`src/rtl/fdc_pkg.sv`:
```
// rtl/fdc_pkg.sv - shared state, status and mark-byte definitions for the sector reader
package fdc_pkg;

    typedef enum logic [2:0] {
        ST_IDLE,
        ST_SYNC_ID,
        ST_ID_FLD,
        ST_SYNC_DAM,
        ST_DATA,
        ST_DCRC
    } state_t;

    typedef enum logic [2:0] {
        STS_OK        = 3'd0,
        STS_NOT_FOUND = 3'd1,
        STS_ID_CRC    = 3'd2,
        STS_NO_DAM    = 3'd3,
        STS_DATA_CRC  = 3'd4,
        STS_DELETED   = 3'd5,
        STS_ABORT     = 3'd6,
        STS_SIZE      = 3'd7
    } status_t;

    localparam logic [7:0] MARK_A1   = 8'hA1;
    localparam logic [7:0] MARK_IDAM = 8'hFE;
    localparam logic [7:0] MARK_DAM  = 8'hFB;
    localparam logic [7:0] MARK_DDAM = 8'hF8;

endpackage

```
`src/rtl/mfm_sector_reader_if.sv`:
```
// rtl/mfm_sector_reader_if.sv - decoded byte stream in, sector buffer write port out
interface mfm_sector_reader_if;
    logic [7:0] in_data;
    logic       in_mark;
    logic       in_valid;
    logic       in_crc_ok;
    logic       wr_en;
    logic [9:0] wr_addr;
    logic [7:0] wr_data;

    modport master (
        output in_data, in_mark, in_valid, in_crc_ok,
        input  wr_en, wr_addr, wr_data
    );

    modport slave (
        input  in_data, in_mark, in_valid, in_crc_ok,
        output wr_en, wr_addr, wr_data
    );
endinterface

```
`src/rtl/mfm_sector_reader_mark_sync.sv`:
```
// rtl/mfm_sector_reader_mark_sync.sv - triple A1 sync detector, flags the byte after the marks
module mfm_mark_sync (
    input  logic       clk,
    input  logic       reset_l,
    input  logic       clear,
    input  logic       in_valid,
    input  logic       in_mark,
    input  logic [7:0] in_data,
    output logic       am_seen,
    output logic [7:0] am_byte
);
    logic [1:0] mark_cnt;

    always_ff @(posedge clk or negedge reset_l) begin
        if (!reset_l) begin
            mark_cnt <= 2'd0;
        end else if (clear) begin
            mark_cnt <= 2'd0;
        end else if (in_valid) begin
            if (!in_mark)
                mark_cnt <= 2'd0;
            else if (mark_cnt != 2'd3)
                mark_cnt <= mark_cnt + 2'd1;
        end
    end

    assign am_seen = in_valid && !in_mark && !clear && (mark_cnt == 2'd3);
    assign am_byte = in_data;
endmodule

```
`src/rtl/mfm_sector_reader.sv`:
```
// rtl/mfm_sector_reader.sv - ID search, DAM wait and sector streaming with status report
module mfm_sector_reader
    import fdc_pkg::*;
#(
    parameter int MAX_N      = 2,
    parameter int REVS       = 2,
    parameter int DAM_WINDOW = 43
) (
    input  logic                clk,
    input  logic                reset_l,
    input  logic                start,
    input  logic                abort,
    input  logic [7:0]          req_cyl,
    input  logic [7:0]          req_head,
    input  logic [7:0]          req_sec,
    input  logic                index_l,
    mfm_sector_reader_if.slave  bus,
    output logic                busy,
    output logic                done,
    output logic [2:0]          status,
    output logic [1:0]          size_n
);
    localparam int RW = $clog2(REVS + 1);
    localparam int WW = $clog2(DAM_WINDOW + 2);

    state_t      state, state_d;
    status_t     fin_code;
    logic        fin, wr_go;
    logic [9:0]  cnt;
    logic [7:0]  r_cyl, r_head, r_sec;
    logic [7:0]  id_c, id_h, id_r, id_n;
    logic [RW-1:0] rev_cnt;
    logic [WW-1:0] win_cnt;
    logic [2:0]  idx_sr;
    logic        idx_fall, rev_reached, deleted;
    logic        am_seen, id_last, id_match, win_over, sync_clear;
    logic [7:0]  am_byte;
    logic [10:0] sec_bytes;
    logic [9:0]  sec_last;

    assign sync_clear = (state != ST_SYNC_ID) && (state != ST_SYNC_DAM);

    mfm_mark_sync u_sync (
        .clk      (clk),
        .reset_l  (reset_l),
        .clear    (sync_clear),
        .in_valid (bus.in_valid),
        .in_mark  (bus.in_mark),
        .in_data  (bus.in_data),
        .am_seen  (am_seen),
        .am_byte  (am_byte)
    );

    // idx_sr[1] is the synchronised index level, idx_sr[2] its previous value
    assign idx_fall    = idx_sr[2] && !idx_sr[1];
    assign rev_reached = (int'(rev_cnt) + (idx_fall ? 1 : 0)) >= REVS;
    assign id_last     = bus.in_valid && (cnt == 10'd5);
    assign id_match    = (id_c == r_cyl) && (id_h == r_head) && (id_r == r_sec);
    assign win_over    = bus.in_valid && !bus.in_mark && (int'(win_cnt) >= DAM_WINDOW);
    assign sec_bytes   = 11'd128 << size_n;
    assign sec_last    = 10'(sec_bytes - 11'd1);

    always_ff @(posedge clk or negedge reset_l) begin
        if (!reset_l) state <= ST_IDLE;
        else          state <= state_d;
    end

    always_comb begin
        state_d  = state;
        fin      = 1'b0;
        fin_code = STS_OK;
        wr_go    = 1'b0;
        if (state != ST_IDLE && abort) begin
            fin      = 1'b1;
            fin_code = STS_ABORT;
        end else begin
            case (state)
                ST_IDLE: if (start) state_d = ST_SYNC_ID;
                ST_SYNC_ID: begin
                    if (am_seen && am_byte == MARK_IDAM) state_d = ST_ID_FLD;
                    else if (rev_reached) begin fin = 1'b1; fin_code = STS_NOT_FOUND; end
                end
                ST_ID_FLD: begin
                    // a completed matching ID outranks an index edge in the same clock
                    if (id_last && !bus.in_crc_ok) begin fin = 1'b1; fin_code = STS_ID_CRC; end
                    else if (id_last && id_match && int'(id_n) > MAX_N) begin fin = 1'b1; fin_code = STS_SIZE; end
                    else if (id_last && id_match) state_d = ST_SYNC_DAM;
                    else if (rev_reached) begin fin = 1'b1; fin_code = STS_NOT_FOUND; end
                    else if (id_last) state_d = ST_SYNC_ID;
                end
                ST_SYNC_DAM: begin
                    if (am_seen && (am_byte == MARK_DAM || am_byte == MARK_DDAM)) state_d = ST_DATA;
                    else if ((am_seen && am_byte == MARK_IDAM) || win_over) begin
                        fin = 1'b1; fin_code = STS_NO_DAM;
                    end
                end
                ST_DATA: if (bus.in_valid) begin
                    wr_go = 1'b1;
                    if (cnt == sec_last) state_d = ST_DCRC;
                end
                ST_DCRC: if (bus.in_valid && cnt == 10'd1) begin
                    fin      = 1'b1;
                    fin_code = !bus.in_crc_ok ? STS_DATA_CRC : (deleted ? STS_DELETED : STS_OK);
                end
                default: state_d = ST_IDLE;
            endcase
        end
        if (fin) state_d = ST_IDLE;
    end

    always_ff @(posedge clk or negedge reset_l) begin
        if (!reset_l) begin
            idx_sr <= 3'b111;
            bus.wr_en <= 1'b0; bus.wr_addr <= 10'd0; bus.wr_data <= 8'd0;
            done <= 1'b0; busy <= 1'b0; status <= 3'd0; size_n <= 2'd0;
            cnt <= 10'd0; rev_cnt <= '0; win_cnt <= '0; deleted <= 1'b0;
            r_cyl <= 8'd0; r_head <= 8'd0; r_sec <= 8'd0;
            id_c <= 8'd0; id_h <= 8'd0; id_r <= 8'd0; id_n <= 8'd0;
        end else begin
            idx_sr    <= {idx_sr[1:0], index_l};
            bus.wr_en <= wr_go;
            if (wr_go) begin
                bus.wr_addr <= cnt;
                bus.wr_data <= bus.in_data;
            end
            done <= fin;
            if (state_d != state) cnt <= 10'd0;
            else if (bus.in_valid) cnt <= cnt + 10'd1;
            if (state == ST_IDLE && start) begin
                r_cyl <= req_cyl; r_head <= req_head; r_sec <= req_sec;
                rev_cnt <= '0; busy <= 1'b1; status <= 3'd0; size_n <= 2'd0;
            end
            if (fin) begin
                busy   <= 1'b0;
                status <= fin_code;
            end
            if (idx_fall && (state == ST_SYNC_ID || state == ST_ID_FLD) && rev_cnt < RW'(REVS))
                rev_cnt <= rev_cnt + RW'(1);
            if (state == ST_ID_FLD && bus.in_valid) begin
                case (cnt)
                    10'd0:   id_c <= bus.in_data;
                    10'd1:   id_h <= bus.in_data;
                    10'd2:   id_r <= bus.in_data;
                    10'd3:   id_n <= bus.in_data;
                    default: ;
                endcase
            end
            if (state == ST_ID_FLD && state_d == ST_SYNC_DAM) size_n <= id_n[1:0];
            if (state != ST_SYNC_DAM) win_cnt <= '0;
            else if (bus.in_valid && !bus.in_mark && win_cnt < WW'(DAM_WINDOW + 1))
                win_cnt <= win_cnt + WW'(1);
            if (state == ST_SYNC_DAM && state_d == ST_DATA) deleted <= (am_byte == MARK_DDAM);
        end
    end
endmodule
```
`src/flat_wrapper.sv`:
```
// flat-port wrapper written by rule: the top's interface ports become plain ports
module mfm_sector_reader_flat import fdc_pkg::*;
#(
    parameter int MAX_N      = 2,
    parameter int REVS       = 2,
    parameter int DAM_WINDOW = 43
)
  (clk, reset_l, start, abort, req_cyl, req_head, req_sec, index_l, busy, done, status, size_n, bus_in_data, bus_in_mark, bus_in_valid, bus_in_crc_ok, bus_wr_en, bus_wr_addr, bus_wr_data);
  mfm_sector_reader_if bus_i ();
  input  logic clk;
  input  logic reset_l;
  input  logic start;
  input  logic abort;
  input  logic [7:0] req_cyl;
  input  logic [7:0] req_head;
  input  logic [7:0] req_sec;
  input  logic index_l;
  output logic busy;
  output logic done;
  output logic [2:0] status;
  output logic [1:0] size_n;
  input wire logic [$bits(bus_i.in_data)-1:0] bus_in_data;
  input wire logic [$bits(bus_i.in_mark)-1:0] bus_in_mark;
  input wire logic [$bits(bus_i.in_valid)-1:0] bus_in_valid;
  input wire logic [$bits(bus_i.in_crc_ok)-1:0] bus_in_crc_ok;
  output wire logic [$bits(bus_i.wr_en)-1:0] bus_wr_en;
  output wire logic [$bits(bus_i.wr_addr)-1:0] bus_wr_addr;
  output wire logic [$bits(bus_i.wr_data)-1:0] bus_wr_data;
  assign bus_i.in_data = bus_in_data;
  assign bus_i.in_mark = bus_in_mark;
  assign bus_i.in_valid = bus_in_valid;
  assign bus_i.in_crc_ok = bus_in_crc_ok;
  assign bus_wr_en = bus_i.wr_en;
  assign bus_wr_addr = bus_i.wr_addr;
  assign bus_wr_data = bus_i.wr_data;
  mfm_sector_reader #(.MAX_N(MAX_N), .REVS(REVS), .DAM_WINDOW(DAM_WINDOW)) u_core (.clk(clk), .reset_l(reset_l), .start(start), .abort(abort), .req_cyl(req_cyl), .req_head(req_head), .req_sec(req_sec), .index_l(index_l), .bus(bus_i), .busy(busy), .done(done), .status(status), .size_n(size_n));
endmodule
```
`config.mk`:
```
export PLATFORM = sky130hd
export DESIGN_NAME = mfm_sector_reader_flat
export DESIGN_NICKNAME = d
export VERILOG_FILES = /design/src/rtl/fdc_pkg.sv /design/src/rtl/mfm_sector_reader_if.sv /design/src/rtl/mfm_sector_reader_mark_sync.sv /design/src/rtl/mfm_sector_reader.sv /design/src/flat_wrapper.sv
export SDC_FILE = /design/constraint.sdc
export NUM_CORES = 1
export LEC_CHECK = 0
export ABC_AREA = 1
export BUFFER_PORTS_ARGS = -buffer_cell sky130_fd_sc_hd__buf_2
export CAP_MARGIN = 20
export CORE_MARGIN = 8
export CORE_UTILIZATION = 31
export CTS_CLUSTER_SIZE = 30
export DETAILED_ROUTE_END_ITERATION = 6
export SLEW_MARGIN = 15
export SYNTH_ARGS = -nofsm -noshare
export SYNTH_HDL_FRONTEND = slang
export SYNTH_HIERARCHICAL = 1
export SYNTH_SLANG_ARGS = --single-unit
```
`constraint.sdc`:
```
create_clock -name clk -period 2.5 [get_ports clk]
set_input_delay 0.5 -clock clk [delete_from_list [all_inputs] [get_ports clk]]
set_output_delay 0.5 -clock clk [all_outputs]
set_load 0.01 [all_outputs]
```
==> summary.md, run 1 <==
| Metric | Value |
|---|---|
| Die width | 151.0 um |
| Reg2Reg Setup Slack | about 34 ps |
| Slew margin rel. | around two thirds |
| Power Total | around 5.6 mW |
| Top cells by count, synth | nand2_1 (231), dfrtp_1 (106), inv_1 (88) |
| WHS | 90.17 ps |
| Cell depth of the worst flop-to-flop path | 23 |
| Maximum vdd drop | ~350 uV |
| P_leak | roughly 3.4 nW |
| Synth Area in Simple Gates | between 20 and 30% |
| FF-to-FF Start | u_core/state[1] |
| Hold Crit Class | input port to async pin |
| CP Launch Type | register |
| Gpl congestion | 0.8584 |
| Syn Nets | roughly 760 |
| Worst flop-to-flop path endpoint | u_core/cnt[8] |
| Switching Share | a little over a third |
| Clk root buf | clkbuf_16 |
| Max incr delay on CP | approximately 430 ps |
| Asr flop ratio synth | 100.0% |
| CTS H-tree depth | 3 |
| WP data required | about 2800 ps |
| Cell Int Power | roughly 3.7 mW |
| Largest family of logic cells by synthesized area | simple AND/OR/NAND/NOR gates |
| Yosys warnings | 6 |
| Layout Cells excl Fill | between 1000 and 1500 |
| CTS tree | done |
| Max-cap violations | 0 |
| Clock power share | 26.7% |
| Crit end category | register |
| Adder-Cell Fraction of Synth Area | 1.328% |
| Final Instance Area | roughly 7000 um^2 |
| CTS Sinks | ~110 |
| Initial antenna violation count | 1 |
| Max Freq | slightly above 400 MHz |
| IO buf count | 65 |
| Reg clk slew, reported paths | 70 ps |
| Crit path DAT | between 2000 and 3000 ps |
| Worst Slack Setup Final | between 30 and 40 ps |
| Core Area | 17900 um^2 |
| Final setup fails | 0 |
| TNS Setup | 0 ps |
| Reg power frac | between 30 and 40% |
| DP Cell Count | between 1000 and 1500 |
| Row cnt | 49 |
| Synth Area in Compound Gates | a little under a tenth |
| Layout Nets | 870 |
| Pre-CTS setup slack | -137.0 ps |
| Crit path kind | register to register |
| Post-route ant nets | 0 |
| Largest net degree at the start of global routing | 47 |
| Post-synth EDFFs | 0 |
| Clock buffer depth | 2 |
| 1st-iter DRT viols | 450 |
| Most frequent cell after synthesis | nand2_1 |
| Post-DP HPWL | between 10000 and 15000 um |
| Die Y | around 150 um |
| Slowest cell on the critical path | dfrtp_1 |
| DRC | 0 |
| Multiplexer share of the synthesized area | 0.9962% |
| Total CTS buffers | 9 |
| WL final | around 15000 um |
| Main synth FF type | dfrtp_1 |
| Initial Util | between 30% and 40% |
| Logic pwr share | approximately 34% |
| # IOs | 66 |
| Avg WL per Cell | between 10 and 15 um |
| Switching pwr | 1.987 mW |
| First-pass GRT wire length | between 20000 and 25000 um |
| Synth area leader | dfrtp_1 |
| P&R area growth vs syn | 24.40% |
| Total GRT Usage | a little over an eighth |
| Status | finished, final reports clean |
| Clk Latency, worst-skew pair | roughly 350 ps |
| Worst-Margin Slew | between 500 and 600 ps |
| Setup Skew | between 9 and 10 ps |
| Synth top area cells | dfrtp_1 (47%), nand2_1 (15%), inv_1 (5.8%), o21ai_0 (5.8%), nor2_1 (3.3%) |
| Area after DPL | 6392 um^2 |
| Final min period | 2466 ps |
| Total number of vias | 4754 |
| Post-synth top area share | 46.93% |
| Syn Inst Count | 718 |
| Avg Inst Size Synth | between 7 and 8 um^2 |
| RSZ-0062 raised after global routing | true |
| Crit path cell chain | inv_2 -> nor2_4 -> inv_2 -> nor2_4 -> inv_2 -> nand2_2 -> inv_2 -> nor3_2 -> inv_1 -> nor2_2 -> nand2_2 -> buf_6 -> a21oi_2 -> nor2_2 -> nand2_2 -> nor2_4 -> nand3_4 -> inv_8 -> nand2_4 -> nand2_4 -> nand2_4 -> nand3_4 -> nor2_4 |
| Mapped cell area | 5652 um^2 |
| Crit path max fanout | 6 |
| Drt pass-1 iters | 4 |
| Die area | roughly 23000 um^2 |
| Final worst-path cycle share | a little under 100% |
| Fin util | slightly below 40% |
| Share of cells above drive strength 1 | ~25% |
| Post-synthesis xor/xnor area fraction | about 1.9% |
| Max-slew violations | 0 |
| Hold buffer count at CTS | 0 |
| Pwr dens | 802.9 nW/um^2 |
| Number of global-route vias before repair | 4661 |
| Synth Register Bits | 109 |
| Seq/Total Area, Yosys | 48.33% |
| Vias per inst | between 4 and 5 |
| Distinct cells, synth | 43 |
| Fin. Hold Viols | 0 |
| Global route overflow | 0 |
## layer usage
layer	vias to the layer above	wire length, um	GRT usage, %
met5	-	0	0
met4	0	231	5.740
met3	14	457	1.972
met2	74	6922	21.03
met1	2212	7112	18.20
li1	2454	-	-
## cells by family (layout without fill, tap and decap cells)
family / count (synthesis) / after routing
buf+inv: 122 / 231
other cells: 0 / 1
fa+ha+maj: 6 / 6
mux: 5 / 5
xor+xnor: 12 / 12
flops: 109 / 109
simple gates: 368 / 369
compound gates: 96 / 96
## repair_timing
action	in CTS	in global routing
buffers inserted	19	5
pin swaps	18	13
endpoints found under the setup margin	17	17
gates resized for setup	20	13
endpoints found under the hold margin	0	0
cloned	1	0
## flip-flops by register name, indices dropped and copies added (netlist names)
register,flops
u_core/bus.wr_addr,10
u_core/bus.wr_data,8
u_core/bus.wr_en,1
u_core/busy,1
u_core/cnt,10
u_core/deleted,1
u_core/done,1
u_core/id_c,8
u_core/id_h,8
u_core/id_n,8
u_core/id_r,8
u_core/idx_sr,3
u_core/r_cyl,8
u_core/r_head,8
u_core/r_sec,8
u_core/rev_cnt,2
u_core/size_n,2
u_core/state,3
u_core/status,3
u_core/u_sync/mark_cnt,2
u_core/win_cnt,6
## critical path, delay by kind of cell, from the launching register on
kind	cells	cell delay, ps
buffers and inverters	7	470
AOI/OAI and AO/OA	1	150
DFF	1	430
and+or+nand+nor	15	1340
## power groups by stage
| stage | Clock, mW | Combinational, mW | Sequential [mW] |
|---|---|---|---|
| final | 1.50 | 1.89 | 2.25 |
| after global routing | 1.63 | 2.15 | 2.29 |
| after CTS | 1.55 | 1.81 | 2.25 |
| after detailed placement | 0 | 1.69 | 2.28 |
| after global placement | 0 | 1.66 | 2.28 |
| after floorplan | 0 | 1.13 | 2.27 |
## worst max-delay path by stage
stage	end	startpoint	slack [ps]	depth (start not counted)
finish	u_core/cnt[8]	u_core/state[1]	30	23
detailed placement	u_core/cnt[8]	u_core/state[1]	-140	22
floorplan	u_core/cnt[1]	u_core/state[1]	10	23
global route	u_core/cnt[8]	u_core/state[1]	-100	23
CTS	u_core/cnt[8]	u_core/state[1]	-6	22
global placement	u_core/cnt[6]	u_core/state[1]	-20	22
## layout by cell type (no fill, tap or decap), types with 2 or more instances in the layout
| cell type | instances |
|---|---|
| buf_2 | 64 |
| clkbuf_1 | 2 |
| xnor2_1 | 7 |
| nand2_2 | 11 |
| o21a_1 | 15 |
| nor2_1 | 47 |
| nor2_2 | 14 |
| nand3_1 | 21 |
| nor3_2 | 3 |
| mux2_2 | 5 |
| nand3_4 | 5 |
| nand2_4 | 7 |
| nand2_1 | 222 |
| a21oi_1 | 5 |
| clkbuf_16 | 9 |
| nand4_2 | 2 |
| o21ai_0 | 66 |
| nand3b_1 | 2 |
| ha_1 | 6 |
| xor2_1 | 5 |
| inv_2 | 13 |
| bufinv_16 | 2 |
| a21oi_2 | 2 |
| nand3_2 | 2 |
| nor2_4 | 9 |
| nand4_1 | 7 |
| buf_4 | 47 |
| inv_1 | 86 |
| dfstp_2 | 3 |
| buf_12 | 3 |
| nor3_1 | 11 |
| dfrtp_1 | 106 |
## final cells by class
type                       count  area [um^2]
antenna                        1        2.502
sequential                   109         2731
clock inverter                 4        73.82
multi-input combinational    488         2572
clock buffer                  11        232.7
tap                          229        286.5
timing repair buffer         115        744.5
fill                        1850        10870
inverter                     101        386.6
Note: power is estimated with default switching activity, not from simulation.
==> run 2: changes to the inputs <==
--- a/config.mk
+++ b/config.mk
@@ -8,7 +8,6 @@
 export ABC_AREA = 1
 export BUFFER_PORTS_ARGS = -buffer_cell sky130_fd_sc_hd__buf_2
 export CAP_MARGIN = 20
-export CORE_MARGIN = 8
 export CORE_UTILIZATION = 31
 export CTS_CLUSTER_SIZE = 30
 export DETAILED_ROUTE_END_ITERATION = 6
==> run 2 against run 1 <==
The run now ends with DRC, setup timing left. Largest cell class unchanged. Sequential power barely moved. Wire length shrank 1.4%. Register-to-register slack worse by 120 ps. Critical endpoint is now u_core/deleted. Worst hold slack better by 34 ps.
==> summary.md, run 2 (same netlist as run 1, synthesis figures left out) <==
| Metric | Value |
|---|---|
| Share of cells above drive strength 1 | 25.30% (was 25.24%) |
| Max-cap violations | 0 (unchanged) |
| P&R area growth vs syn | 23.58% (was 24.40%) |
| First-pass GRT wire length | 23420 um (was 23910 um) |
| Reg clk slew, reported paths | 70 ps (about the same) |
| Power Total | 5.530 mW (was 5.645 mW) |
| Layout Cells excl Fill | 1055 (was 1058) |
| Fin util | 39.01% (was 39.27%) |
| WHS | 124.6 ps (was 90.17 ps) |
| Fin. Hold Viols | 0 (unchanged) |
| Final worst-path cycle share | 103.2% (was 98.62%) |
| Drt pass-1 iters | 7 (was 4) |
| Core Area | 17900 um^2 (unchanged) |
| Hold Crit Class | input port to async pin (unchanged) |
| DP Cell Count | 1018 (was 1017) |
| Post-DP HPWL | 10250 um (was 10800 um) |
| Cell depth of the worst flop-to-flop path | 17 (was 23) |
| CTS tree | done (unchanged) |
| Gpl congestion | 0.8544 (was 0.8584) |
| P_leak | 3.382 nW (was 3.423 nW) |
| Commonest non-fill, non-tap cell in the layout | nand2_1 (unchanged) |
| Final Instance Area | 6984 um^2 (was 7030 um^2) |
| Area after DPL | 6400 um^2 (was 6392 um^2) |
| # IOs | 66 (unchanged) |
| Most used cell, CP | nand2_2 |
| Crit path kind | register to register (unchanged) |
| Max-slew violations | 0 (unchanged) |
| DRC | 1 (was 0) |
| Initial antenna violation count | 0 (was 1) |
| CTS Sinks | 109 (unchanged) |
| Clk root buf | clkbuf_16 (unchanged) |
| Crit path max fanout | 4 (was 6) |
| Setup Skew | 6.854 ps (was 9.921 ps) |
| Status | finished with violations (was finished, final reports clean) |
| Worst flop-to-flop path endpoint | u_core/deleted (was u_core/cnt[8]) |
| Maximum vdd drop | 367.5 uV (was 353.2 uV) |
| Initial Util | 31.57% (unchanged) |
| Slew margin rel. | 62.93% (was 66.27%) |
| Row cnt | 49 (unchanged) |
| Biggest regs | u_core/bus.wr_addr: 10 flops, u_core/cnt: 10 flops (unchanged) |
| Die Y | 137.0 um (was 151.0 um) |
| Worst-Margin Slew | 556.1 ps (was 504.7 ps) |
| Post-route ant nets | 0 (unchanged) |
| WP data required | 2760 ps (was 2790 ps) |
| FF-to-FF Start | u_core/state[1] (unchanged) |
| CP delay by family, top | simple AND/OR/NAND/NOR gates (unchanged) |
| Die width | 137.0 um (was 151.0 um) |
| Total CTS buffers | 9 (unchanged) |
| WL final | 14520 um (was 14720 um) |
| CP Buf/Inv Count | 3 (was 7) |
| Total GRT Usage | 16.50% (was 13.44%) |
| Layout Nets | 867 (was 870) |
| Max Freq | 387.5 MHz (was 405.6 MHz) |
| Number of diodes | 0 (was 1) |
| Avg WL per Cell | 13.76 um (was 13.92 um) |
| CTS H-tree depth | 3 (unchanged) |
| Number of global-route vias before repair | 4594 (was 4661) |
| IO buf count | 65 (unchanged) |
| Slowest cell on the critical path | dfrtp_2 (was dfrtp_1) |
| Failing checks | DRC, setup timing |
| Most frequent cells in the layout | nand2_1 (222), dfrtp_1 (104), inv_1 (86), o21ai_0 (66), buf_2 (64) (was nand2_1 (222), dfrtp_1 (106), inv_1 (86), o21ai_0 (66), buf_2 (64)) |
| Worst Slack Setup Final | -80.96 ps (was 34.46 ps) |
| Reg2Reg Setup Slack | -80 ps (was 30 ps) |
| Vias per inst | 4.584 (was 4.493) |
| Clk Latency, worst-skew pair | 360 ps (was 350 ps) |
| Final setup fails | 11 (was 0) |
| Die area | 18770 um^2 (was 22810 um^2) |
| 1st-iter DRT viols | 312 (was 450) |
| Final min period | 2581 ps (was 2466 ps) |
| Pwr dens | 791.7 nW/um^2 (was 802.9 nW/um^2) |
| Total number of vias | 4836 (was 4754) |
| Max incr delay on CP | 450 ps (was 430 ps) |
| Global route overflow | 0 (unchanged) |
| Largest net degree at the start of global routing | 45 (was 47) |
| Crit end category | register (unchanged) |
| CP Launch Type | register (unchanged) |
| RSZ-0062 raised after global routing | true (unchanged) |
| Crit path cell chain | nor3_4 -> inv_1 -> nand2_2 -> inv_2 -> nor3_2 -> inv_1 -> nor2_4 -> nand2_1 -> nand2_2 -> a21oi_4 -> nor2_2 -> nand2_2 -> nor2_4 -> nand3_4 -> nor2_1 -> nand2_1 -> o31ai_1 (was inv_2 -> nor2_4 -> inv_2 -> nor2_4 -> inv_2 -> nand2_2 -> inv_2 -> nor3_2 -> inv_1 -> nor2_2 -> nand2_2 -> buf_6 -> a21oi_2 -> nor2_2 -> nand2_2 -> nor2_4 -> nand3_4 -> inv_8 -> nand2_4 -> nand2_4 -> nand2_4 -> nand3_4 -> nor2_4) |
| Crit path DAT | 2840 ps (was 2750 ps) |
| Clock buffer depth | 2 (unchanged) |
==> run 2: through the flow <==
step | setup WS, ps | setup TNS, ps
floorplan | 13.24 | 0
global placement | -64.74 | -635.3
detailed placement | -212.6 | -2862
CTS | -95.95 | -886.6
global route | -149.6 | -1510
finish | -80.96 | -191.5
==> run 2: how the worst max path moves through the flow <==
stage	startpoint	to	slack, ps	cells past startpoint
detailed placement	u_core/state[1]	u_core/cnt[8]	-210	19
finish	u_core/state[1]	u_core/deleted	-80	17
global placement	u_core/state[1]	u_core/cnt[6]	-60	19
global route	u_core/state[2]	u_core/deleted	-150	19
floorplan	u_core/state[1]	u_core/cnt[1]	10	23
CTS	u_core/state[1]	u_core/cnt[8]	-100	23
==> run 2: what timing repair did <==
item	CTS	global route
gates cloned	1	0
gates resized for setup	22	11
endpoints found under the setup margin	17	21
pin swaps	19	9
hold endpoints to repair	0	0
buffers inserted	21	0
hold buffers	0	0
==> run 2: final cells by class <==
type                            count  area, um^2
Clock buffer                       10       229.0
Inverter                          101       386.6
Multi-Input combinational cell    488        2566
Fill cell                        1856       10920
Sequential cell                   109        2734
Tap cell                          229       286.5
Timing Repair Buffer              112       718.2
Clock inverter                      6       63.81
==> run 2: routing by layer <==
metal	wire length, um	up-vias	share of wire (%)	global-route usage (%)
met2	6578	96	45	26.01
met1	6967	2265	48	22.09
met4	379	0	2.6	6.838
li1	-	2449	-	-
met3	589	26	4.1	3.148
met5	0	-	0	0
==> run 2: report_power, final <==
group | internal, mW | switching (mW)
combinational | 0.677 | 1.16
sequential | 2.06 | 0.184
clock | 0.777 | 0.676
==> run 3: changes to the inputs <==
--- a/config.mk
+++ b/config.mk
@@ -8,11 +8,11 @@
 export ABC_AREA = 1
 export BUFFER_PORTS_ARGS = -buffer_cell sky130_fd_sc_hd__buf_2
 export CAP_MARGIN = 20
-export CORE_UTILIZATION = 31
+export CORE_UTILIZATION = 45
 export CTS_CLUSTER_SIZE = 30
 export DETAILED_ROUTE_END_ITERATION = 6
+export PLACE_DENSITY = 0.67
 export SLEW_MARGIN = 15
 export SYNTH_ARGS = -nofsm -noshare
 export SYNTH_HDL_FRONTEND = slang
-export SYNTH_HIERARCHICAL = 1
 export SYNTH_SLANG_ARGS = --single-unit
==> run 3 against run 2 <==
The flow now finishes without violations. Via count is 7.9% lower. Sequential share of layout area is 4.8 points higher. Synthesized cell count is 8.4% lower. Cell area is 11% lower. Critical path type unchanged. Critical endpoint is now u_core.cnt[4].
==> summary.md, run 3 <==
| Metric | Value |
|---|---|
| Status | finished, final reports clean (was finished with violations) |
| Drt pass-1 iters | 5 (was 7) |
| Post-DP HPWL | 9256 um (was 10250 um) |
| Seq/Total Area, Yosys | 51.66% (was 48.33%) |
| Yosys warnings | 0 (was 6) |
| GRT met1 Usage | 27.90% (was 22.09%) |
| Fin. Hold Viols | 0 (unchanged) |
| Setup Skew | 8.760 ps (was 6.854 ps) |
| Synth Register Bits | 109 (unchanged) |
| P&R area growth vs syn | 17.44% (was 23.58%) |
| Die Y | 110.4 um (was 137.0 um) |
| Power Total | 5.190 mW (was 5.530 mW) |
| Critical path startpoint | u_core.cnt[8] (was u_core/state[1]) |
| Slowest cell on the critical path | dfrtp_1 (was dfrtp_2) |
| Hold buffer count at CTS | 0 (unchanged) |
| Row cnt | 39 (was 49) |
| Largest family of logic cells by synthesized area | simple AND/OR/NAND/NOR gates (unchanged) |
| Hold Crit Class | input port to async pin (unchanged) |
| Max incr delay on CP | 440 ps (was 450 ps) |
| TNS Setup | 0 ps (was -191.5 ps) |
| Reg clk slew, reported paths | 70 ps (about the same) |
| DRC | 0 (was 1) |
| Slew margin rel. | 46.12% (was 62.93%) |
| CTS tree | done (unchanged) |
| Met3 global-route usage | 5.873% (was 3.148%) |
| Crit path max fanout | 5 (was 4) |
| CP Depth | 13 (was 17) |
| Die area | 12190 um^2 (was 18770 um^2) |
| Biggest regs | u_core.bus.wr_addr: 10 flops, u_core.cnt: 10 flops (was u_core/bus.wr_addr: 10 flops, u_core/cnt: 10 flops) |
| CP Buf/Inv Count | 1 (was 3) |
| Clk root buf | clkbuf_16 (unchanged) |
| Number of diodes | 0 (unchanged) |
| Crit path kind | register to register (unchanged) |
| Number of global-route vias before repair | 4328 (was 4594) |
| Syn Inst Count | 658 (was 718) |
| Maximum vdd drop | 521.8 uV (was 367.5 uV) |
| Layout Nets | 782 (was 867) |
| Clock buffer depth | 2 (unchanged) |
| Adder-Cell Fraction of Synth Area | 1.420% (was 1.328%) |
| Die width | 110.4 um (was 137.0 um) |
| Avg WL per Cell | 14.33 um (was 13.76 um) |
| IO buf count | 65 (unchanged) |
| Crit end category | register (unchanged) |
| Syn Nets | 704 (was 764) |
| Area of the multi-input gates | 2280 um^2 (was 2566 um^2) |
| Global route overflow | 0 (unchanged) |
| # IOs | 66 (unchanged) |
| Synth Area in Simple Gates | 27.92% (was 29.16%) |
| Max Freq | 434.1 MHz (was 387.5 MHz) |
| Synth area leader | dfrtp_1 (unchanged) |
| Final worst-path cycle share | 92.14% (was 103.2%) |
| Fillers | 1105 (was 1856) |
| Worst flop-to-flop path endpoint | u_core.cnt[4] (was u_core/deleted) |
| Top cells by count, synth | nand2_1 (219), dfrtp_1 (106), o21ai_0 (74) (was nand2_1 (231), dfrtp_1 (106), inv_1 (88)) |
| Post-route ant nets | 0 (unchanged) |
| Cell depth of the worst flop-to-flop path | 13 (was 17) |
| CTS Sinks | 109 (unchanged) |
| GR Util met2 | 36.15% (was 26.01%) |
| Most frequent cell after synthesis | nand2_1 (unchanged) |
| Synth Area in Compound Gates | 8.708% (was 9.564%) |
| Max-cap violations | 0 (unchanged) |
| Gpl congestion | 0.9729 (was 0.8544) |
| First-pass GRT wire length | 21090 um (was 23420 um) |
| Asr flop ratio synth | 100.0% (unchanged) |
| Initial antenna violation count | 0 (unchanged) |
| Total number of vias | 4452 (was 4836) |
| Crit path DAT | 2600 ps (was 2840 ps) |
| Layout Cells excl Fill | 884 (was 1055) |
| RSZ-0062 raised after global routing | false (was true) |
| Worst-Margin Slew | 807.3 ps (was 556.1 ps) |
| Avg Inst Size Synth | 8.036 um^2 (was 7.871 um^2) |
| Largest net degree at the start of global routing | 49 (was 45) |
| Post-synth top area share | 50.17% (was 46.93%) |
| P_leak | 3.119 nW (was 3.382 nW) |
| Mapped cell area | 5288 um^2 (was 5652 um^2) |
| Initial Util | 46.31% (was 31.57%) |
| Multiplexer share of the synthesized area | 0% (was 0.9962%) |
| Final setup fails | 0 (was 11) |
| Distinct cells, synth | 32 (was 43) |
| Commonest non-fill, non-tap cell in the layout | nand2_1 (unchanged) |
| Vias per inst | 5.036 (was 4.584) |
| WP data required | 2790 ps (was 2760 ps) |
| Crit path cell chain | nor2_2 -> nand3_1 -> nor2_4 -> inv_1 -> nor2_2 -> nand3_1 -> a21oi_2 -> nor2_4 -> nand3_4 -> nand2_1 -> nand2_2 -> nand3_2 -> nor2_1 (was nor3_4 -> inv_1 -> nand2_2 -> inv_2 -> nor3_2 -> inv_1 -> nor2_4 -> nand2_1 -> nand2_2 -> a21oi_4 -> nor2_2 -> nand2_2 -> nor2_4 -> nand3_4 -> nor2_1 -> nand2_1 -> o31ai_1) |
| Reg2Reg Setup Slack | 200 ps (was -80 ps) |
| Max-slew violations | 0 (unchanged) |
| Fin util | 54.38% (was 39.01%) |
| Total CTS buffers | 9 (unchanged) |
| Pwr dens | 835.8 nW/um^2 (was 791.7 nW/um^2) |
| Core Area | 11420 um^2 (was 17900 um^2) |
| CP Launch Type | register (unchanged) |
| Synth top area cells | dfrtp_1 (50%), nand2_1 (16%), o21ai_0 (7.0%), inv_1 (5.0%), nor2_1 (3.9%) (was dfrtp_1 (47%), nand2_1 (15%), inv_1 (5.8%), o21ai_0 (5.8%), nor2_1 (3.3%)) |
| CP delay by family, top | simple AND/OR/NAND/NOR gates (unchanged) |
| Total GRT Usage | 22.04% (was 16.50%) |
| Post-synthesis xor/xnor area fraction | 3.975% (was 1.860%) |
| Final min period | 2304 ps (was 2581 ps) |
| 1st-iter DRT viols | 210 (was 312) |
| Main synth FF type | dfrtp_1 (unchanged) |
| Reg area | 2731 um^2 (was 2734 um^2) |
| DP Cell Count | 866 (was 1018) |
| FF-to-FF Start | u_core.cnt[8] (was u_core/state[1]) |
| Post-synth EDFFs | 0 (unchanged) |
| WL final | 12660 um (was 14520 um) |
| Most frequent cells in the layout | nand2_1 (215), dfrtp_1 (106), o21ai_0 (74), inv_1 (70), buf_2 (64) (was nand2_1 (222), dfrtp_1 (104), inv_1 (86), o21ai_0 (66), buf_2 (64)) |
| CTS H-tree depth | 3 (unchanged) |
| Share of cells above drive strength 1 | 18.35% (was 25.30%) |
| Clk Latency, worst-skew pair | 360 ps (about the same) |
| Top Usage Layer GRT | met2 (unchanged) |
## run 3: cells by family (layout without fill, tap and decap cells)
family / count (synthesis) / in the layout
AOI/OAI and AO/OA: 90 / 90
xor gates and xnor gates: 24 / 24
adders and majority gates: 6 / 6
buffers and inverters: 88 / 170
DFF: 109 / 109
and+or+nand+nor: 341 / 342
## run 3: final cells by class
type                       instances  share of cell area, %
clock buffer                       9                  3.627
clock inverter                     7                  1.209
inverter                          77                  4.654
multi-input combinational        462                  36.71
sequential                       109                  43.99
tap                              143                  2.881
timing repair buffer              77                  6.931
## run 3: worst max path at each step
stage,to,slack (ps)
2_1_floorplan,u_core.size_n[0],500
3_3_place_gp,u_core.status[1],110
3_5_place_dp,u_core.cnt[8],40
4_1_cts,u_core.cnt[8],10
5_1_grt,u_core.cnt[0],3
6_report,u_core.cnt[4],200
## run 3: worst reg2reg max path: cells and delay by family (launching register included)
kind                   cells  cell delay, ps
buffers and inverters      1              70
and+or+nand+nor           11            1490
DFF                        1             440
AOI/OAI and AO/OA          1             220
## run 3: routing by layer
| metal | wire length, um | share of wire, % |
|---|---|---|
| met2 | 6205 | 49 |
| met4 | 278 | 2.2 |
| met1 | 5670 | 45 |
| met3 | 511 | 4.0 |
| met5 | 0 | 0 |
## run 3: through the flow
step	hold WS (ps)	setup slack, ps	area [um^2]
after floorplan	204.4	495.3	5288
after global placement	347.0	114.1	5844
after detailed placement	347.2	38.06	5844
after CTS	172.6	14.73	6145
after global routing	200.0	3.286	6210
final	159.0	196.5	6210
## run 3: power breakdown
group	leakage [nW]	internal, mW	switching [mW]
Clock	0.138	0.781	0.678
Combinational	1.52	0.530	0.921
Sequential	1.46	2.06	0.223
## run 3: what timing repair did
item                       in CTS  in global routing
resized for setup               0                 13
buffers inserted                0                  1
setup endpoints to repair       0                 17
